<file path="src/rtl/serial_adder_pkg.sv">
// rtl/serial_adder_pkg.sv - shared state encoding for the bit-serial adder controller
package serial_adder_pkg;

  localparam int SA_STW = 2;

  typedef enum logic [SA_STW-1:0] {
    S_IDLE = 2'd0,
    S_RUN  = 2'd1,
    S_DONE = 2'd2
  } sa_state_e;

endpackage

</file>
<file path="src/rtl/full_adder.sv">
// rtl/full_adder.sv - dataflow 1-bit full adder cell
module full_adder (
  input  logic a,
  input  logic b,
  input  logic cin,
  output logic sum,
  output logic co
);

  assign sum = a ^ b ^ cin;
  assign co  = (a & b) | (cin & (a ^ b));

endmodule

</file>
<file path="src/rtl/serial_adder_ctrl.sv">
// rtl/serial_adder_ctrl.sv - sequences one full adder over WIDTH cycles, LSB first
module serial_adder_ctrl
  import serial_adder_pkg::*;
#(
  parameter int WIDTH = 8
) (
  input  logic             clk,
  input  logic             rst_n,
  input  logic             start,
  input  logic [WIDTH-1:0] a,
  input  logic [WIDTH-1:0] b,
  input  logic             cin,
  output logic             busy,
  output logic             done,
  output logic [WIDTH-1:0] sum,
  output logic             cout
);

  localparam int            CW       = $clog2(WIDTH + 1);
  localparam logic [CW-1:0] CNT_LAST = CW'(WIDTH - 1);

  sa_state_e        state_q, state_d;
  logic [WIDTH-1:0] a_sr_q, a_sr_d;
  logic [WIDTH-1:0] b_sr_q, b_sr_d;
  logic [WIDTH-1:0] acc_q, acc_d;
  logic [WIDTH-1:0] sum_q, sum_d;
  logic [CW-1:0]    cnt_q, cnt_d;
  logic             c_q, c_d;
  logic             cout_q, cout_d;
  logic             busy_q, busy_d;
  logic             done_q, done_d;
  logic             fa_sum, fa_co;

  full_adder u_fa (
    .a   (a_sr_q[0]),
    .b   (b_sr_q[0]),
    .cin (c_q),
    .sum (fa_sum),
    .co  (fa_co)
  );

  always_comb begin
    state_d = state_q;
    a_sr_d  = a_sr_q;
    b_sr_d  = b_sr_q;
    acc_d   = acc_q;
    sum_d   = sum_q;
    cnt_d   = cnt_q;
    c_d     = c_q;
    cout_d  = cout_q;

    case (state_q)
      S_IDLE: begin
        if (start) begin
          a_sr_d  = a;
          b_sr_d  = b;
          c_d     = cin;
          cnt_d   = '0;
          acc_d   = '0;
          state_d = S_RUN;
        end
      end
      S_RUN: begin
        // New result bit enters at the MSB so after WIDTH shifts bit 0 is the LSB.
        acc_d  = (acc_q >> 1) | (WIDTH'(fa_sum) << (WIDTH - 1));
        a_sr_d = a_sr_q >> 1;
        b_sr_d = b_sr_q >> 1;
        c_d    = fa_co;
        cnt_d  = cnt_q + CW'(1);
        if (cnt_q == CNT_LAST) begin
          state_d = S_DONE;
          sum_d   = acc_d;
          cout_d  = fa_co;
        end
      end
      S_DONE: begin
        state_d = S_IDLE;
      end
      default: begin
        state_d = S_IDLE;
      end
    endcase

    busy_d = (state_d == S_RUN);
    done_d = (state_d == S_DONE);
  end

  always_ff @(posedge clk or negedge rst_n) begin
    if (!rst_n) begin
      state_q <= S_IDLE;
      a_sr_q  <= '0;
      b_sr_q  <= '0;
      acc_q   <= '0;
      sum_q   <= '0;
      cnt_q   <= '0;
      c_q     <= 1'b0;
      cout_q  <= 1'b0;
      busy_q  <= 1'b0;
      done_q  <= 1'b0;
    end else begin
      state_q <= state_d;
      a_sr_q  <= a_sr_d;
      b_sr_q  <= b_sr_d;
      acc_q   <= acc_d;
      sum_q   <= sum_d;
      cnt_q   <= cnt_d;
      c_q     <= c_d;
      cout_q  <= cout_d;
      busy_q  <= busy_d;
      done_q  <= done_d;
    end
  end

  assign busy = busy_q;
  assign done = done_q;
  assign sum  = sum_q;
  assign cout = cout_q;

endmodule
</file>
<file path="config.mk">
export PLATFORM = sky130hd
export DESIGN_NAME = serial_adder_ctrl
export DESIGN_NICKNAME = d
export VERILOG_FILES = /design/src/rtl/serial_adder_pkg.sv /design/src/rtl/full_adder.sv /design/src/rtl/serial_adder_ctrl.sv
export SDC_FILE = /design/constraint.sdc
export NUM_CORES = 1
export LEC_CHECK = 0
export ABC_AREA = 1
export BUFFER_PORTS_ARGS = -buffer_cell sky130_fd_sc_hd__buf_2
export CAP_MARGIN = 0
export CELL_PAD_IN_SITES_DETAIL_PLACEMENT = 1
export CELL_PAD_IN_SITES_GLOBAL_PLACEMENT = 1
export CORE_AREA = 10 10 80 82
export DETAILED_ROUTE_END_ITERATION = 6
export DIE_AREA = 0 0 90 92
export PLACE_DENSITY_LB_ADDON = 0.1
export SYNTH_ARGS = -nofsm -noshare
export SYNTH_HDL_FRONTEND = slang
export SYNTH_SLANG_ARGS = --single-unit
</file>
<file path="constraint.sdc">
create_clock -name clk -period 1.63 [get_ports clk]
set_clock_uncertainty 0.05 [all_clocks]
set_input_delay 0 -clock clk [delete_from_list [all_inputs] [get_ports clk]]
set_output_delay 0 -clock clk [all_outputs]
set_load 0.05 [all_outputs]
</file>
==> flow_metrics.tcl <==
set metrics [dict create \
    outcome "finished clean" \
    syn_inst 230 \
    die_x_um 90 \
    yosysWarnings 0 \
    clock_path_buffers 2 \
    dr_total_vias 1640 \
    numClockSinks 41 \
    wl_met1_um 2105 \
    synth_top_area_frac 0.5463 \
    tritoncts "done" \
    h-tree-depth 2 \
    critPathRequiredTime_ns 1.76 \
    rows 26 \
    first_pass_iters 4 \
    hold_path_class "input port to register" \
    slew_viol_final 0 \
    setup_viol 0 \
    final.setup.worst_slack_ns 0.2012 \
    preCtsSetupSlack_ns 0.1853 \
    synth.most_common_cell "nand2_1" \
    drive_above_1_share 0.1860 \
    synth_ff_type "dfrtp_1" \
    grt_pass1_vias 1732 \
    grt_pass1_wl_um 8066 \
    area_delta_synth_final_pct 27.18 \
    die_h_um 92 \
    via_per_inst 4.620 \
    slowest_stage "dfrtp_1" \
    critPathBufInv 2 \
    boundaryPins 31 \
    core-area_um2 4912 \
    synth_fp_nets 252 \
    synth_area_leaders "dfrtp_1 55%, nand2_1 26%, nand3_1 5.1%" \
    portBuffers 30 \
    path_cells "o21ai_4 > inv_1 > buf_4 > nand2_1 > nand2_1" \
    met3_length_um 233 \
    drtAntennaViolNets 0 \
    routedWlPerCell_um 12.95 \
    post-route-period-util 0.8766 \
    gr-total-overflow 0 \
    cts.clk_slew.worst_paths_ns 0.07 \
    clockRootBuffer "clkbuf_8" \
    post_cts_buffers 0 \
    path_max_fanout 17 \
    max_freq_ghz 0.6999 \
    cts_inserted_buffers 5 \
    irDropWorstVdd_mv 0.5189 \
    n_antenna_cell 0 \
    synth_top_cell_by_area "dfrtp_1" \
    seq_area_frac_synth 0.5463 \
    cellPowerDensity_nw_per_um2 1771 \
    maxCapViolCount 0 \
    final_cells 355 \
    die_area_um2 8280 \
    period_needed_ns 1.429 \
    critPathKind "register to register" \
    leakagePower_nw 1.338 \
    total_power_mw 4.229 \
    clk-insertion-delay-late_ns 0.28 \
    gp_congestion 0.7400 \
    critPathMaxStageDelay_ns 0.44 \
    final_nets 307 \
    drc 0 \
    critPathMostFrequentCell "nand2_1" \
    critPathLaunchType "register" \
    dp_hpwl_um 3183 \
    maxSlewHeadroom 0.6466 \
    grt_usage 0.1168 \
    synthTopCellsByCount "130 x nand2_1, 41 x dfrtp_1, 19 x nand3_1" \
    synth.distinct_cells 17 \
    async_flop_share 1.000 \
    dr_wl_met2_um 2236 \
    fin_tns_setup_ns 0 \
    place_inst 330 \
    syn-cell-area_um2 1878 \
    critical_path_arrival_ns 1.56 \
    grt_max_degree 42 \
    synth_edf_count 0 \
    drtIter0Drc 62 \
    avgSynthCellArea_um2 8.165 \
    final_util 0.4862 \
    fillers 620 \
    worst_pin_slew_ns 0.5300 \
    start_util 0.3823 \
    ys_ff_latch 41 \
    end_kind "register" \
    path_delay_family "flip-flops" \
    antenna_found_initial 0 \
    wl_um 4598 \
    highest_layer "met4" \
    rsz0062_at_grt "false" \
    finalHoldViolCount 0 \
]
power by group:
part	total, mW	leakage (nW)	switching (mW)	internal (mW)
Sequential	1.68	0.529	0.258	1.43
Clock	0.655	0.0443	0.319	0.336
Combinational	1.89	0.764	1.24	0.650
Total	4.23	1.34	1.82	2.41
worst reg2reg max path, cell delays in order (launching register included):
cell and delay, ns:
dfrtp_1 0.44, o21ai_4 0.42, inv_1 0.11, buf_4 0.19, nand2_1 0.08, nand2_1 0.05
per-stage QoR:
step                      hold WS, ns  instance area [um^2]
after floorplan               -0.3456                  1878
after global placement        0.05686                  2120
after detailed placement      0.05498                  2120
after CTS                     0.02760                  2386
after global routing          0.02975                  2389
final                         0.03036                  2389
state kept, by name (all words and copies together), names as in the netlist:
register  flops
a_sr_q        8
acc_q         7
b_sr_q        8
busy          1
c_q           1
cnt_q         4
cout          1
done          1
state_q       2
sum           8
cell usage in the layout, fill, tap and decap left out, drive strengths merged:
cell type and instances:
dfrtp 41, dlygate4sd3 18, inv 12, nand4 2, nor2 4, fa 1
o21ai 8, nand2 132, clkbuf 7, ha 1, buf 40, nand3 19
final timing paths:
check	startpoint	endpoint	slack (ns)	cells past startpoint
setup reg to reg	state_q[0]	a_sr_q[3]	0.20	5
max in group asynchronous	rst_n	acc_q[5]	0.90	3
hold reg to reg	acc_q[1]	sum[0]	0.42	2
min in group asynchronous	rst_n	done	0.27	3
hold / removal	start	c_q	0.03	3
setup / recovery	state_q[0]	a_sr_q[3]	0.20	5
per-layer routing:
| layer | vias up | global-route usage |
|---|---|---|
| li1 | 817 | - |
| met1 | 789 | 0.1355 |
| met2 | 32 | 0.2022 |
| met3 | 2 | 0.03260 |
| met4 | 0 | 0.04244 |
| met5 | - | 0 |
final cells by class:
type | instances | area, um^2 | share of cell area
clock buffer | 7 | 86.33 | 0.03614
inverter | 12 | 45.04 | 0.01886
multi-input combinational | 167 | 725.7 | 0.3038
sequential | 41 | 1026 | 0.4295
tap | 70 | 87.58 | 0.03667
timing repair buffer | 58 | 417.9 | 0.1750
kinds of logic after synthesis:
logic type	Yosys count	share of synthesized area
and+or+nand+nor	157	0.3404
DFF	41	0.5463
buffers and inverters	22	0.06862
AOI/OAI and AO/OA	8	0.02732
adders and majority gates	2	0.01732
what timing repair did:
| item | CTS | global route |
|---|---|---|
| resized for setup | 0 | 1 |
| hold buffers | 18 | 0 |
| setup endpoints to repair | 0 | 1 |
| hold endpoints to repair | 58 | 0 |
No activity file was read; power rests on OpenSTA's default activity.
